--- config.mk ---
export PLATFORM = sky130hd
export DESIGN_NAME = iir_mac_scheduler_flat
export DESIGN_NICKNAME = d
export VERILOG_FILES = /design/src/rtl/iir_mac_scheduler_if.sv /design/src/rtl/iir_mac_scheduler.sv /design/src/flat_wrapper.sv
export SDC_FILE = /design/constraint.sdc
export NUM_CORES = 1
export LEC_CHECK = 0
export ABC_AREA = 1
export BUFFER_PORTS_ARGS = -buffer_cell sky130_fd_sc_hd__buf_2
export CAP_MARGIN = 20
export CORE_MARGIN = 4
export CORE_UTILIZATION = 53
export CTS_CLUSTER_DIAMETER = 40
export DETAILED_ROUTE_END_ITERATION = 10
export GPL_TIMING_DRIVEN = 0
export PLACE_DENSITY = 0.77
export SETUP_SLACK_MARGIN = 0.1
export SYNTH_ARGS = -nofsm -noshare
export SYNTH_HDL_FRONTEND = slang
export SYNTH_SLANG_ARGS = --single-unit
--- constraint.sdc ---
create_clock -name clk -period 1.5 [get_ports clk]
set_clock_uncertainty 0.05 [all_clocks]
set_input_delay 0.3 -clock clk [delete_from_list [all_inputs] [get_ports clk]]
set_output_delay 0.3 -clock clk [all_outputs]
set_load 0.02 [all_outputs]
--- src/rtl/iir_mac_scheduler_if.sv ---
`default_nettype none
// ============================================================================
// Module      : iir_mac_scheduler_if
// Description : Control bus between the IIR MAC scheduler and the sample
//               source / filter datapath. The master side is the scheduler.
// Revision    : 1.0 - initial release
// ============================================================================
interface iir_mac_scheduler_if #(
  parameter int TAPS = 5,
  parameter int TW   = $clog2(TAPS)
);
  logic          filter_rst;
  logic          sample_valid;
  logic          sample_ready;
  logic          mac_clr;
  logic          mac_en;
  logic [TW:0]   coef_addr;
  logic [TW-1:0] data_sel;
  logic          chan;
  logic          result_valid;
  logic          result_chan;
  logic          hist_shift;
  logic          hist_clr;
  logic          busy;
  logic          overrun;

  // Scheduler side
  modport master (
    input  filter_rst, sample_valid,
    output sample_ready, mac_clr, mac_en, coef_addr, data_sel, chan,
           result_valid, result_chan, hist_shift, hist_clr, busy, overrun
  );

  // Sample source / datapath side
  modport slave (
    output filter_rst, sample_valid,
    input  sample_ready, mac_clr, mac_en, coef_addr, data_sel, chan,
           result_valid, result_chan, hist_shift, hist_clr, busy, overrun
  );
endinterface
`default_nettype wire

--- src/rtl/iir_mac_scheduler.sv ---
`default_nettype none
// ============================================================================
// Module      : iir_mac_scheduler
// Description : Time-shares one MAC between the low-pass (chan 0) and
//               high-pass (chan 1) biquad sections. Every accepted sample
//               runs CLR/RUN/DRAIN/EMIT for chan 0, then for chan 1.
//               All outputs are registers loaded from the next-state decode,
//               so no input reaches an output combinationally.
// Revision    : 1.0 - initial release
// ============================================================================
module iir_mac_scheduler #(
  parameter int TAPS    = 5,
  parameter int MAC_LAT = 2,
  parameter int TW      = $clog2(TAPS)
) (
  input logic                 clk,
  input logic                 rst,
  iir_mac_scheduler_if.master bus
);

  typedef enum logic [2:0] {
    S_IDLE  = 3'd0,
    S_CLR   = 3'd1,
    S_RUN   = 3'd2,
    S_DRAIN = 3'd3,
    S_EMIT  = 3'd4
  } state_t;

  localparam logic [TW-1:0] LAST_TAP     = TW'(TAPS - 1);
  // The drain counter is loaded with MAC_LAT-1 so DRAIN lasts MAC_LAT cycles
  localparam int            DRAIN_RELOAD = (MAC_LAT > 0) ? (MAC_LAT - 1) : 0;
  localparam logic [2:0]    DRAIN_INIT   = 3'(DRAIN_RELOAD);

  state_t        state_q, state_d;
  logic          chan_q, chan_d;
  logic [TW-1:0] tap_q, tap_d;
  logic [2:0]    cnt_q, cnt_d;

  logic          sample_ready_q;
  logic          mac_clr_q;
  logic          mac_en_q;
  logic [TW:0]   coef_addr_q;
  logic [TW-1:0] data_sel_q;
  logic          emit_q;
  logic          result_chan_q;
  logic          hist_clr_q;
  logic          busy_q;
  logic          overrun_q;

  logic          accept;

  // sample_ready_q already implies IDLE with history not being cleared
  assign accept = bus.sample_valid && sample_ready_q;

  // Next-state decode; filter_rst overrides every transition including accept
  always_comb begin
    state_d = state_q;
    chan_d  = chan_q;
    tap_d   = tap_q;
    cnt_d   = cnt_q;
    if (bus.filter_rst) begin
      state_d = S_IDLE;
      chan_d  = 1'b0;
      tap_d   = '0;
      cnt_d   = '0;
    end else begin
      case (state_q)
        S_IDLE: begin
          if (accept) begin
            state_d = S_CLR;
            chan_d  = 1'b0;
          end
        end
        S_CLR: begin
          tap_d   = '0;
          state_d = S_RUN;
        end
        S_RUN: begin
          if (tap_q == LAST_TAP) begin
            tap_d = '0;
            if (MAC_LAT == 0) begin
              state_d = S_EMIT;
            end else begin
              state_d = S_DRAIN;
              cnt_d   = DRAIN_INIT;
            end
          end else begin
            tap_d = tap_q + TW'(1);
          end
        end
        S_DRAIN: begin
          if (cnt_q == 3'd0) state_d = S_EMIT;
          else               cnt_d   = cnt_q - 3'd1;
        end
        S_EMIT: begin
          // chan flips only on the EMIT exit edge
          if (!chan_q) begin
            chan_d  = 1'b1;
            state_d = S_CLR;
          end else begin
            chan_d  = 1'b0;
            state_d = S_IDLE;
          end
        end
        default: begin
          state_d = S_IDLE;
          chan_d  = 1'b0;
          tap_d   = '0;
        end
      endcase
    end
  end

  // State registers plus Moore outputs registered from the next state
  always_ff @(posedge clk or posedge rst) begin
    if (rst) begin
      state_q        <= S_IDLE;
      chan_q         <= 1'b0;
      tap_q          <= '0;
      cnt_q          <= '0;
      sample_ready_q <= 1'b0;
      mac_clr_q      <= 1'b0;
      mac_en_q       <= 1'b0;
      coef_addr_q    <= '0;
      data_sel_q     <= '0;
      emit_q         <= 1'b0;
      result_chan_q  <= 1'b0;
      hist_clr_q     <= 1'b1;
      busy_q         <= 1'b0;
      overrun_q      <= 1'b0;
    end else begin
      state_q        <= state_d;
      chan_q         <= chan_d;
      tap_q          <= tap_d;
      cnt_q          <= cnt_d;
      hist_clr_q     <= bus.filter_rst;
      sample_ready_q <= (state_d == S_IDLE) && !bus.filter_rst;
      mac_clr_q      <= (state_d == S_CLR);
      mac_en_q       <= (state_d == S_RUN);
      coef_addr_q    <= (state_d == S_RUN) ? {chan_d, tap_d} : '0;
      data_sel_q     <= (state_d == S_RUN) ? tap_d : '0;
      emit_q         <= (state_d == S_EMIT);
      result_chan_q  <= (state_d == S_EMIT) ? chan_d : 1'b0;
      busy_q         <= (state_d != S_IDLE);
      // Overrun is sticky; a sample offered while busy is dropped, not queued
      if (bus.filter_rst)
        overrun_q <= 1'b0;
      else if (bus.sample_valid && (state_q != S_IDLE))
        overrun_q <= 1'b1;
    end
  end

  assign bus.sample_ready = sample_ready_q;
  assign bus.mac_clr      = mac_clr_q;
  assign bus.mac_en       = mac_en_q;
  assign bus.coef_addr    = coef_addr_q;
  assign bus.data_sel     = data_sel_q;
  assign bus.chan         = chan_q;
  assign bus.result_valid = emit_q;
  assign bus.result_chan  = result_chan_q;
  assign bus.hist_shift   = emit_q;
  assign bus.hist_clr     = hist_clr_q;
  assign bus.busy         = busy_q;
  assign bus.overrun      = overrun_q;

endmodule
`default_nettype wire

--- src/flat_wrapper.sv ---
// flat-port wrapper written by rule: the top's interface ports become plain ports
module iir_mac_scheduler_flat 
#(
  parameter int TAPS    = 5,
  parameter int MAC_LAT = 2,
  parameter int TW      = $clog2(TAPS)
)
  (clk, rst, bus_filter_rst, bus_sample_valid, bus_sample_ready, bus_mac_clr, bus_mac_en, bus_coef_addr, bus_data_sel, bus_chan, bus_result_valid, bus_result_chan, bus_hist_shift, bus_hist_clr, bus_busy, bus_overrun);
  iir_mac_scheduler_if #(.TAPS(TAPS), .TW(TW)) bus_i ();
  input logic clk;
  input logic rst;
  input wire logic [$bits(bus_i.filter_rst)-1:0] bus_filter_rst;
  input wire logic [$bits(bus_i.sample_valid)-1:0] bus_sample_valid;
  output wire logic [$bits(bus_i.sample_ready)-1:0] bus_sample_ready;
  output wire logic [$bits(bus_i.mac_clr)-1:0] bus_mac_clr;
  output wire logic [$bits(bus_i.mac_en)-1:0] bus_mac_en;
  output wire logic [$bits(bus_i.coef_addr)-1:0] bus_coef_addr;
  output wire logic [$bits(bus_i.data_sel)-1:0] bus_data_sel;
  output wire logic [$bits(bus_i.chan)-1:0] bus_chan;
  output wire logic [$bits(bus_i.result_valid)-1:0] bus_result_valid;
  output wire logic [$bits(bus_i.result_chan)-1:0] bus_result_chan;
  output wire logic [$bits(bus_i.hist_shift)-1:0] bus_hist_shift;
  output wire logic [$bits(bus_i.hist_clr)-1:0] bus_hist_clr;
  output wire logic [$bits(bus_i.busy)-1:0] bus_busy;
  output wire logic [$bits(bus_i.overrun)-1:0] bus_overrun;
  assign bus_i.filter_rst = bus_filter_rst;
  assign bus_i.sample_valid = bus_sample_valid;
  assign bus_sample_ready = bus_i.sample_ready;
  assign bus_mac_clr = bus_i.mac_clr;
  assign bus_mac_en = bus_i.mac_en;
  assign bus_coef_addr = bus_i.coef_addr;
  assign bus_data_sel = bus_i.data_sel;
  assign bus_chan = bus_i.chan;
  assign bus_result_valid = bus_i.result_valid;
  assign bus_result_chan = bus_i.result_chan;
  assign bus_hist_shift = bus_i.hist_shift;
  assign bus_hist_clr = bus_i.hist_clr;
  assign bus_busy = bus_i.busy;
  assign bus_overrun = bus_i.overrun;
  iir_mac_scheduler #(.TAPS(TAPS), .MAC_LAT(MAC_LAT), .TW(TW)) u_core (.clk(clk), .rst(rst), .bus(bus_i));
endmodule
==> flow_metrics.py <==
metrics = {
    "critical_path": {
        "worstSetupStartpointType": "register",
        "cp.required_ps": 1670,
        "rrSetupSlack_ps": 70,
        "cpMostUsedCell": "nand2_1",
        "max_stage_delay_ps": 410,
        "end_kind": "register",
        "cp_cell_sequence": "buf_4 -> ha_1 -> or2_2 -> nand3_1 -> nand2_1 -> nand2_1 -> nor2_2",
        "cp_slowest_cell": "dfrtp_1",
        "r2r-start": "u_core.tap_q[0]",
        "crit_arrival_ps": 1600,
        "critPathMaxFanout": 2,
        "regToRegEndpoint": "u_core.bus.coef_addr[2]",
        "r2r_cells": 7,
        "worstSetupPathType": "reg -> reg",
    },
    "layout": {
        "n_fill_cell": 145,
        "nets": 159,
        "regArea_sq_um": 554,
        "num_antenna_cells": 0,
        "drive_above_1_share": 0.413,
        "area_growth_pct": 24.7,
        "multi_input_area_sq_um": 458,
    },
    "die": {
        "num_rows": 15,
        "ioPinCount": 21,
        "floorplan.initialDensity": 0.586,
        "die-area_sq_um": 2800,
        "coreArea_sq_um": 1820,
        "die_h_um": 52.9,
        "die_x_um": 52.9,
    },
    "global_routing": {
        "grt_max_degree": 23,
        "grt_use_total": 0.186,
        "grt_pass1_vias": 872,
        "gr-total-overflow": 0,
        "grt_pass1_wl_um": 3660,
        "grt_antenna_before_repair": 0,
    },
    "routing": {
        "routed_wirelength_um": 2190,
        "dr_wl_met3_um": 120,
        "via_count": 876,
        "firstDrtPassIters": 4,
        "ant_nets": 0,
        "wl_per_cell_um": 12.5,
        "first_iter_violations": 26,
        "wl_met2_um": 1060,
        "m1WireLength_um": 958,
        "route.detailed.drc": 0,
        "dr.max_layer_used": "met4",
        "viasPerCell": 5.01,
    },
    "sta": {
        "max_freq_mhz": 699,
        "period_needed_ps": 1430,
        "rsz0062_at_grt": "yes",
        "slew_headroom": 0.483,
        "finalSetupViolCount": 0,
        "tightest_slew_ps": 775,
        "fin_ws_ps": 70.3,
        "final-hold-violation-count": 0,
        "post-route-period-util": 0.953,
        "slew_viol_final": 0,
    },
    "logic_synthesis": {
        "synth_top_cell_by_area": "dfrtp_1",
        "ys_seq_area_frac": 0.517,
        "synth_commonest_cells": "28 x nand2_1, 22 x inv_1, 21 x dfrtp_1",
        "syn_nets": 132,
        "ys_types": 20,
        "ys_ff_latch": 22,
        "synth_flop_cell": "dfrtp_1",
        "synth_compound_area_frac": 0.0281,
        "synth_top_area_frac": 0.492,
        "yosysMostFrequentCell": "nand2_1",
        "syn_area_per_cell_sq_um": 8.61,
        "synth-simple-area-share": 0.287,
        "synth_edf_count": 0,
        "synthMuxAreaShare": 0,
        "netlist_instances": 124,
        "synth_top_family_by_area": "simple AND/OR/NAND/NOR gates",
        "syn_area_sq_um": 1070,
        "yosys.area_share.xor_xnor": 0.00821,
        "synth-async-reset-ratio": 1.00,
        "synth_area_leaders": "dfrtp_1 49%, nand2_1 9.8%, inv_1 7.7%",
        "yosys_warnings": 0,
        "synthAdderAreaFrac": 0.0469,
    },
    "clock_tree": {
        "clk_pin_slew_ps": 120,
        "clock_latency_ps": 320,
        "clk_path_buf_depth": 2,
        "root_buffer": "clkbuf_4",
        "cts_tree": "done",
        "holdBufCountCts": 0,
        "htree_levels": 1,
        "clock_sinks": 22,
        "cts_buffers": 3,
    },
    "run": {
        "maxCapViolCount": 0,
    },
    "place": {
        "pre_cts_ws_ps": 39.7,
        "port_buffers": 20,
        "gp_congestion": 0.878,
        "hpwl_um": 1460,
    },
    "power": {
        "leakagePower_uw": 0.000800,
        "p_per_area_nw_per_um2": 921,
        "ir_drop_v": 0.000746,
        "p_total_uw": 1230,
    },
    "min_path": {
        "min_path_type": "in -> async",
    },
    "status": {
        "status": "completed",
    },
}
metal layers:
metal | track usage | vias up
li1 | - | 429
met1 | 0.214 | 412
met2 | 0.324 | 29
met3 | 0.0394 | 6
met4 | 0.0894 | 0
met5 | 0 | -
kinds of logic (layout without fill, tap and decap cells):
| kind of cell | Yosys count | after routing |
|---|---|---|
| buf+inv | 28 | 54 |
| compound gates | 5 | 5 |
| xor+xnor | 1 | 1 |
| fa+ha+maj | 4 | 4 |
| flops | 22 | 22 |
| simple gates | 64 | 64 |
layout by cell type (no fill, tap or decap), drive strengths merged:
cell type / n
a21oi: 2
a31oi: 1
buf: 26
bufinv: 1
clkbuf: 3
dfrtp: 21
dfstp: 1
ha: 4
inv: 24
nand2: 32
nand3: 13
nor2: 16
nor3: 2
o21ai: 2
or2: 1
xnor2: 1
power breakdown:
part           switching, uW  internal (uW)  total (uW)  leakage, uW
clock                    186            271         457    0.0000279
sequential              11.9            612         624     0.000295
combinational            100           45.2         146     0.000477
sequential cells by signal, indices dropped and copies added, names as in the netlist:
register / count
u_core.bus.chan: 1
u_core.bus.coef_addr: 4
u_core.cnt_q: 3
u_core.bus.result_chan: 1
u_core.state_q: 3
u_core.bus.hist_shift: 1
u_core.tap_q: 3
u_core.bus.sample_ready: 1
u_core.bus.busy: 1
u_core.bus.hist_clr: 1
u_core.bus.mac_en: 1
u_core.bus.mac_clr: 1
u_core.bus.overrun: 1
how the worst max path moves through the flow:
stage,cells past startpoint,startpoint,end,slack (ps)
6_report,7,u_core.tap_q[0],u_core.bus.coef_addr[2],70
5_1_grt,9,u_core.tap_q[1],u_core.bus.coef_addr[1],-20
4_1_cts,9,u_core.tap_q[0],u_core.bus.coef_addr[3],90
3_5_place_dp,9,u_core.tap_q[0],u_core.bus.coef_addr[3],40
3_3_place_gp,9,u_core.tap_q[0],u_core.bus.coef_addr[0],100
2_1_floorplan,9,u_core.tap_q[0],u_core.bus.coef_addr[0],220
worst max-delay path: cells and delay by family, from the launching register on:
kind          cells  cell delay (ps)
fa+ha+maj         1              190
buf+inv           1              140
flops             1              410
simple gates      5              550
what timing repair did:
action                     in CTS  in global routing
setup endpoints to repair       9                 15
resized for setup               8                 13
pin swaps                       3                  8
setup buffers                   2                  0
cloned                          0                  0
metrics by stage:
step | util | hold WS [ps] | TNS, ps | instances | instance area, sq um
2_1_floorplan | - | 238 | 0 | 124 | 1070
3_3_place_gp | 0.658 | 408 | 0 | 169 | 1200
3_5_place_dp | 0.658 | 417 | 0 | 169 | 1200
4_1_cts | 0.709 | 74.8 | 0 | 175 | 1290
5_1_grt | 0.731 | 59.8 | -22.1 | 175 | 1330
6_report | 0.731 | 51.2 | 0 | 175 | 1330
final cells by class:
type | instances | area share
multi-input combinational | 74 | 0.344
buffer | 4 | 0.0226
clock buffer | 3 | 0.0169
tap | 25 | 0.0235
timing repair buffer | 22 | 0.0865
clock inverter | 1 | 0.0226
sequential | 22 | 0.416
inverter | 24 | 0.0677
Note: power is estimated with default switching activity, not from simulation.
